File: config.mk
export PLATFORM = sky130hd
export DESIGN_NAME = mixer_freq_sched
export DESIGN_NICKNAME = d
export VERILOG_FILES = /design/src/rtl/mixer_freq_sched.sv
export SDC_FILE = /design/constraint.sdc
export NUM_CORES = 1
export LEC_CHECK = 0
export ABC_AREA = 1
export BUFFER_PORTS_ARGS = -buffer_cell sky130_fd_sc_hd__buf_2
export CORE_ASPECT_RATIO = 0.8
export CORE_MARGIN = 5
export CORE_UTILIZATION = 44
export CTS_BUF_LIST = sky130_fd_sc_hd__clkbuf_4
export CTS_CLUSTER_SIZE = 40
export DETAILED_ROUTE_END_ITERATION = 8
export GPL_TIMING_DRIVEN = 0
export PLACE_DENSITY_LB_ADDON = 0.15
export SLEW_MARGIN = 20
export SYNTH_ARGS = -nofsm -noshare
export SYNTH_HDL_FRONTEND = slang
export SYNTH_SLANG_ARGS = --single-unit
File: constraint.sdc
create_clock -name clk -period 26.3 [get_ports clk]
set_input_delay 1.315 -clock clk [delete_from_list [all_inputs] [get_ports clk]]
set_output_delay 1.315 -clock clk [all_outputs]
set_load 0.005 [all_outputs]
File: src/rtl/mixer_freq_sched.sv
// Round-robin scheduler that time-shares one IQ mixer/DDS among NCH channels.
// Each slot retunes the mixer, blanks its output while the pipeline settles, then tags it valid.
module mixer_freq_sched #(
  parameter int NCH    = 4,
  parameter int DWELL  = 64,
  parameter int SETTLE = 8,
  localparam int CHW   = $clog2(NCH),
  localparam int CNTW  = $clog2(DWELL)
) (
  input  logic            clk,
  input  logic            reset,
  input  logic            wr_stb,
  input  logic [CHW-1:0]  wr_ch,
  input  logic [1:0]      wr_sel,
  input  logic [15:0]     wr_data,
  input  logic            run,
  output logic [47:0]     phase_inc,
  output logic [CHW-1:0]  ch_out,
  output logic            ch_valid,
  output logic [NCH-1:0]  pend,
  output logic            busy
);

  typedef enum logic [1:0] {S_IDLE, S_LOAD, S_SETTLE, S_ACTIVE} state_t;

  localparam logic [CNTW-1:0] SETTLE_END = CNTW'(SETTLE);
  localparam logic [CNTW-1:0] SLOT_END   = CNTW'(DWELL - 1);
  localparam logic [CHW-1:0]  LAST_CH    = CHW'(NCH - 1);

  state_t          state, state_next;
  logic [CNTW-1:0] cnt, cnt_next;
  logic [CHW-1:0]  slot_ch;
  logic            advance;

  logic [15:0] stage_low, stage_mid;
  logic [47:0] pending [NCH];
  logic [47:0] active  [NCH];

  // cnt runs 0..DWELL-1 across a slot: LOAD at 0, SETTLE at 1..SETTLE, ACTIVE after that
  always_comb begin
    state_next = state;
    cnt_next   = cnt;
    advance    = 1'b0;
    case (state)
      S_IDLE: begin
        if (run) begin
          state_next = S_LOAD;
          cnt_next   = '0;
        end
      end
      S_LOAD: begin
        state_next = S_SETTLE;
        cnt_next   = cnt + 1'b1;
      end
      S_SETTLE: begin
        cnt_next = cnt + 1'b1;
        if (cnt == SETTLE_END) state_next = S_ACTIVE;
      end
      S_ACTIVE: begin
        if (cnt == SLOT_END) begin
          cnt_next   = '0;
          advance    = 1'b1;
          state_next = run ? S_LOAD : S_IDLE;
        end else begin
          cnt_next = cnt + 1'b1;
        end
      end
      default: state_next = S_IDLE;
    endcase
  end

  always_ff @(posedge clk or posedge reset) begin
    if (reset) begin
      state    <= S_IDLE;
      cnt      <= '0;
      slot_ch  <= '0;
      ch_valid <= 1'b0;
      busy     <= 1'b0;
    end else begin
      state    <= state_next;
      cnt      <= cnt_next;
      ch_valid <= (state_next == S_ACTIVE);
      busy     <= (state_next != S_IDLE);
      if (advance) slot_ch <= (slot_ch == LAST_CH) ? '0 : slot_ch + 1'b1;
    end
  end

  // A commit landing on the same edge as LOAD wins the pend bit, so it survives to the next visit
  always_ff @(posedge clk or posedge reset) begin
    if (reset) begin
      stage_low <= '0;
      stage_mid <= '0;
      pend      <= '0;
      phase_inc <= '0;
      ch_out    <= '0;
      for (int i = 0; i < NCH; i++) begin
        pending[i] <= '0;
        active[i]  <= '0;
      end
    end else begin
      if (state == S_LOAD) begin
        ch_out <= slot_ch;
        if (pend[slot_ch]) begin
          active[slot_ch] <= pending[slot_ch];
          phase_inc       <= pending[slot_ch];
          pend[slot_ch]   <= 1'b0;
        end else begin
          phase_inc <= active[slot_ch];
        end
      end
      if (wr_stb) begin
        case (wr_sel)
          2'd0: stage_low <= wr_data;
          2'd1: stage_mid <= wr_data;
          2'd2: begin
            pending[wr_ch] <= {wr_data, stage_mid, stage_low};
            pend[wr_ch]    <= 1'b1;
          end
          default: ;
        endcase
      end
    end
  end

endmodule

==> After elaboration in Yosys (flattened, before gate mapping) <==
Index checks and enable logic that the tools add are counted.
{ "totals": {"register_bits": 482, "out_inout_bits": 56} }
{ "classes": {"addsub": 2, "order_cmp": 8, "eq_ne": 10, "n_mux": 34, "n_bitwise": 5, "n_reduce_logical": 12} }
{ "ops": {"columns": ["op", "count"], "rows": [
  ["$bwmux W192", 2],
  ["$mux W48", 7],
  ["$bmux W48 S2", 2],
  ["$demux W48 S2", 2],
  ["$pmux W6 S3", 1],
  ["$mux W4", 4],
  ["$mux W6", 2],
  ["$eq A2 B2 Y1 const B", 5],
  ["$mux W2", 4],
  ["$pmux W2 S4", 1],
  ["$reduce_and A2 Y1", 4],
  ["$add A6 B1 Y6 const B", 1],
  ["$eq A6 B4 Y1 const B", 1],
  ["$eq A6 B6 Y1 const B", 1],
  ["$ge A3 B3 Y1 const B", 2],
  ["$lt A2 B3 Y1 const B", 2],
  ["$lt A3 B1 Y1 const B", 2],
  ["$mux W1", 6],
  ["$not A2 Y3", 2],
  ["$and A4 B4 Y4", 1],
  ["$demux W1 S2", 2],
  ["$eq A2 B1 Y1 const B", 2],
  ["$ge A2 B1 Y1 const B", 2],
  ["$logic_and A1 B1 Y1", 4],
  ["8 further kinds", 9]
]} }

==> Logic depth before layout (Yosys ltp) <==
{ "depth": {"ltp_word": 11, "mapped_depth": 12, "mapped_depth_nobuf": 12} }

==> Worst setup path after synthesis <==
OpenSTA, ideal clock, no wires.
{ "synth_timing": {"path_kind": "input port to flip-flop", "startpoint": "in wr_stb", "endpoint": "reg pending[49] (netlist bit)", "setup_ps": 130, "t_arrival_ps": 2219, "t_required_ps": 26170, "path_slack_ps": 23951, "stages": 7, "n_path_buf": 2, "cell_sequence": "nand2_1 > nor2_1 > nand3_1 > buf_2 > buf_1 > nand2_1 > o21ai_0"} }
{ "synth_between": {"elab_chain_cells": 1} }
{ "synth_lines": {"columns": ["item", "line", "text"], "rows": [
  ["start, declared", "12", "input logic wr_stb,"],
  ["$reduce_and A2 Y1 (no line)", null, null],
  ["end signal, assigned by index", "116", "pending[wr_ch] <= {wr_data, stage_mid, stage_low};"],
  ["end, declared", "36", "logic [47:0] pending [NCH];"]
]} }
No other way between the ends.
A chain may end at the register's enable or synchronous reset.

==> Worst setup path after layout <==
{ "layout_timing": {"startpoint": "reg phase_inc[40]", "endpoint": "out phase_inc[40]"} }
{ "layout_rtl": {"columns": ["item", "line", "text"], "rows": [
  ["start, declared", "17", "output logic [47:0] phase_inc,"],
  ["start signal, assigned", "105", "phase_inc <= pending[slot_ch];"],
  ["start signal, assigned", "108", "phase_inc <= active[slot_ch];"]
]} }
No word-level cell between the ends.

==> results.md <==
* Status: finished, final reports clean
* Setup crit end: phase_inc[40]
* MaxCap Viol Count at 0
* Global Route Usage Sum at 25.6%
* Worst Setup End Kind: output pin
* Synth area leaders: dfrtp_1 (57%), nand2_1 (16%), o21ai_0 (7.3%)
* Port-buffer cells at around 80
* F_max at between 300 and 400 MHz
* Max Buffers Root-to-Sink at 3
* Row cnt at approximately 70
* Post-Syn Area per Cell at roughly 8.3 um^2
* Initial DRC Count at around 1,900
* Global-route wire length before repair at ~100 mm
* CP startpoint: phase_inc[40]
* P_leak at around 11 nW
* ANT nets after route at 0
* DP Cell Count at roughly 3,200
* Htree depth at 4
* # setup viols final at 0
* Overflow after GRT at 0
* R2R setup slack at roughly 24,000 ps
* Num CTS Buffers at roughly 130
* Die Y at about 200 um
* Synth Area in Compound Gates at 11.4%
* Simple-Gate Fraction of Synth Area at between 20% and 30%
* Die extent in x at about 250 um
* Max Fanout on Critical Path at 2
* DRT Pass-1 Iters at 6
* Post-Synth Adder-Cell Area at less than 1%
* CP required at ~25,000 ps
* CP Launch Type: register
* Crit-path max cell delay at 430 ps
* Core area at 47,200 um^2
* Mux cell area share after synthesis at 0%
* Yosys reg bits at 482
* Syn Std Cell Area at ~21,000 um^2
* PD cells at approximately 90 nW/um^2
* Vias in the first global route at ~18,000
* Finished Layout Cells at between 3,000 and 4,000
* TritonCTS Sinks at between 400 and 500
* HP Start: ch_out[1]
* Largest area contributor in the netlist: dfrtp_1
* Via-per-instance ratio at roughly 5.4
* Initial antenna violation count at 3
* Worst hold slack at just under 500 ps
* CTS tree: done
* Starting Density at 44.6%
* Largest family of logic cells by synthesized area: simple AND/OR/NAND/NOR gates
* Post-CTS Setup Inserts at 0
* Syn. warnings at 0
* CP Data Arrival Time at between 1000 and 1500 ps
* Synth Instances at 2,531
* Fin crit share at a little over a tenth
* Clock Skew at 52.6 ps
* GP Congestion at ~0.85
* Clock-pin transition on the worst setup and hold timing paths at around 60 ps
* Cts hold-fix bufs at 0
* Buffer and inverter count on the worst path at 1
* Crit Path Class: register to output pin
* Final hold viol count at 0
* Largest net degree at the start of global routing at about 100
* Die area at ~52,000 um^2
* Syn nets at between 2,000 and 3,000
* Worst skew pair latency at 870 ps
* Final #Nets at about 2,800
* Critical R2R Capture: active[109]
* R2R depth at 7
* Post-DP HPWL at around 44 mm
* Post-layout min period at 2760 ps
* Boundary Pins at 80
* Hold Crit Class: register to register
* R2R Path Start: slot_ch[1]
* VDD IR max at 42.6 uV
* Post-route DRC at 0
* Distinct cells, synth at 25
* WP depth at 1
* Vias at about 19,000
* Final Slew Violations at 0
* Setup_tns at 0 ps
* Final WL at around 66 mm
* XOR/XNOR Fraction of Synth Area at less than 1%
* Area Overhead vs Synth at 14.1%
* Slew HR at approximately 54%
* RSZ-0062 raised after global routing: false
* Register area share after synthesis at between 50 and 60%
* CP cell instances: buf_2
* Kind of cell adding the most delay to the critical path: flip-flops
* Crit path max-delay cell type: dfrtp_1
* Clock root buffer master: clkbuf_4
* Fraction of layout cells with a size suffix above 1 at between 10% and 20%
* Least-Margin Pin Slew at just under 700 ps
* Number of cells upsized or downsized after cts at 0
* Post-synth top area share at 57.4%
* WL/cell at approximately 19 um
## cells by family (layout without fill, tap and decap cells)
family | Yosys count | in the layout
xor gates and xnor gates | 1 | 1
other | 0 | 3
and+or+nand+nor | 1314 | 1314
buffers and inverters | 246 | 543
AOI/OAI and AO/OA | 477 | 477
DFF | 482 | 482
adders and majority gates | 11 | 11
## cells in the mapped netlist
master	instances
a21oi_1	51
buf_1	21
buf_2	40
buf_4	10
buf_6	16
clkbuf_1	78
clkbuf_2	4
clkbuf_4	1
dfrtp_1	482
ha_1	11
inv_1	73
inv_2	2
inv_4	1
nand2_1	895
nand2_2	5
nand3_1	255
nand3b_1	1
nand4_1	1
nor2_1	154
nor2_4	1
nor3_1	2
o211ai_1	1
o21ai_0	305
o21ai_1	120
xor2_1	1
## layout by cell type (no fill, tap or decap), types with 2 or more instances in the layout
| cell | netlist | layout |
|---|---|---|
| nand3_1 | 255 | 255 |
| buf_4 | 10 | 10 |
| o21ai_0 | 305 | 305 |
| diode_2 | 0 | 3 |
| clkinv_1 | 0 | 10 |
| clkbuf_4 | 1 | 194 |
| buf_6 | 16 | 16 |
| inv_2 | 2 | 6 |
| bufinv_16 | 0 | 4 |
| nor3_1 | 2 | 2 |
| clkbuf_2 | 4 | 4 |
| nor2_1 | 154 | 154 |
| buf_1 | 21 | 21 |
| ha_1 | 11 | 11 |
| clkbuf_1 | 78 | 78 |
| nand2_2 | 5 | 5 |
| inv_1 | 73 | 72 |
| a21oi_1 | 51 | 51 |
| o21ai_1 | 120 | 120 |
| buf_16 | 0 | 5 |
| nand2_1 | 895 | 895 |
| dfrtp_1 | 482 | 482 |
| buf_2 | 40 | 119 |
## registers in the layout (all words and copies together), names as in the netlist, 4 cells and up
| name | flops |
|---|---|
| active | 192 |
| pending | 192 |
| phase_inc | 48 |
| stage_low | 16 |
| stage_mid | 16 |
| cnt | 6 |
| pend | 4 |
## final cells by class
cell class	instances	area (um^2)
well taps	620	776
clock buffers	193	1450
multi-input cells	1803	7820
flip-flops and latches	482	12100
fillers	4600	23200
diodes	3	7.51
plain buffers	170	855
inverters	76	295
repair buffers	84	533
clock inverters	20	185
## where the power goes
part	internal (mW)	switching [mW]	total [mW]
clock network	0.371	0.317	0.688
registers	0.888	0.0836	0.971
logic	0.178	0.329	0.507
total	1.44	0.729	2.17
## tightest hold or removal path: cells and delay by family, from the launching register on
| kind | cells | cell delay, ps |
|---|---|---|
| compound gates | 1 | 50 |
| flops | 1 | 340 |
| simple gates | 1 | 50 |
## metal layers
metal	vias up	track usage, %	routed length, um
li1	8718	-	-
met5	-	0	13
met2	747	37.0	28300
met4	2	6.98	1270
met1	9101	38.5	31000
met3	112	6.32	5560
## through the flow
step / cell area, um^2 / setup WS (ps) / util (%) / total power, mW
6_report: 24000 / 23540 / 50.8 / 2.17
4_1_cts: 24000 / 23480 / 50.8 / 2.17
3_3_place_gp: 22200 / 6370 / 47.0 / 1.47
5_1_grt: 24000 / 23480 / 50.8 / 2.31
2_1_floorplan: 21000 / 11540 / - / 1.29
3_5_place_dp: 22300 / 23000 / 47.4 / 1.49
## worst min-delay path by stage
stage | end | slack, ps | depth (start not counted)
after global placement | pending[96] | 460 | 2
final | ch_out[1] | 480 | 2
after global routing | active[52] | 500 | 2
after detailed placement | ch_out[1] | 470 | 2
after floorplan | pending[0] | 450 | 2
after CTS | ch_out[1] | 490 | 2
(Power assumes the default switching activity.)
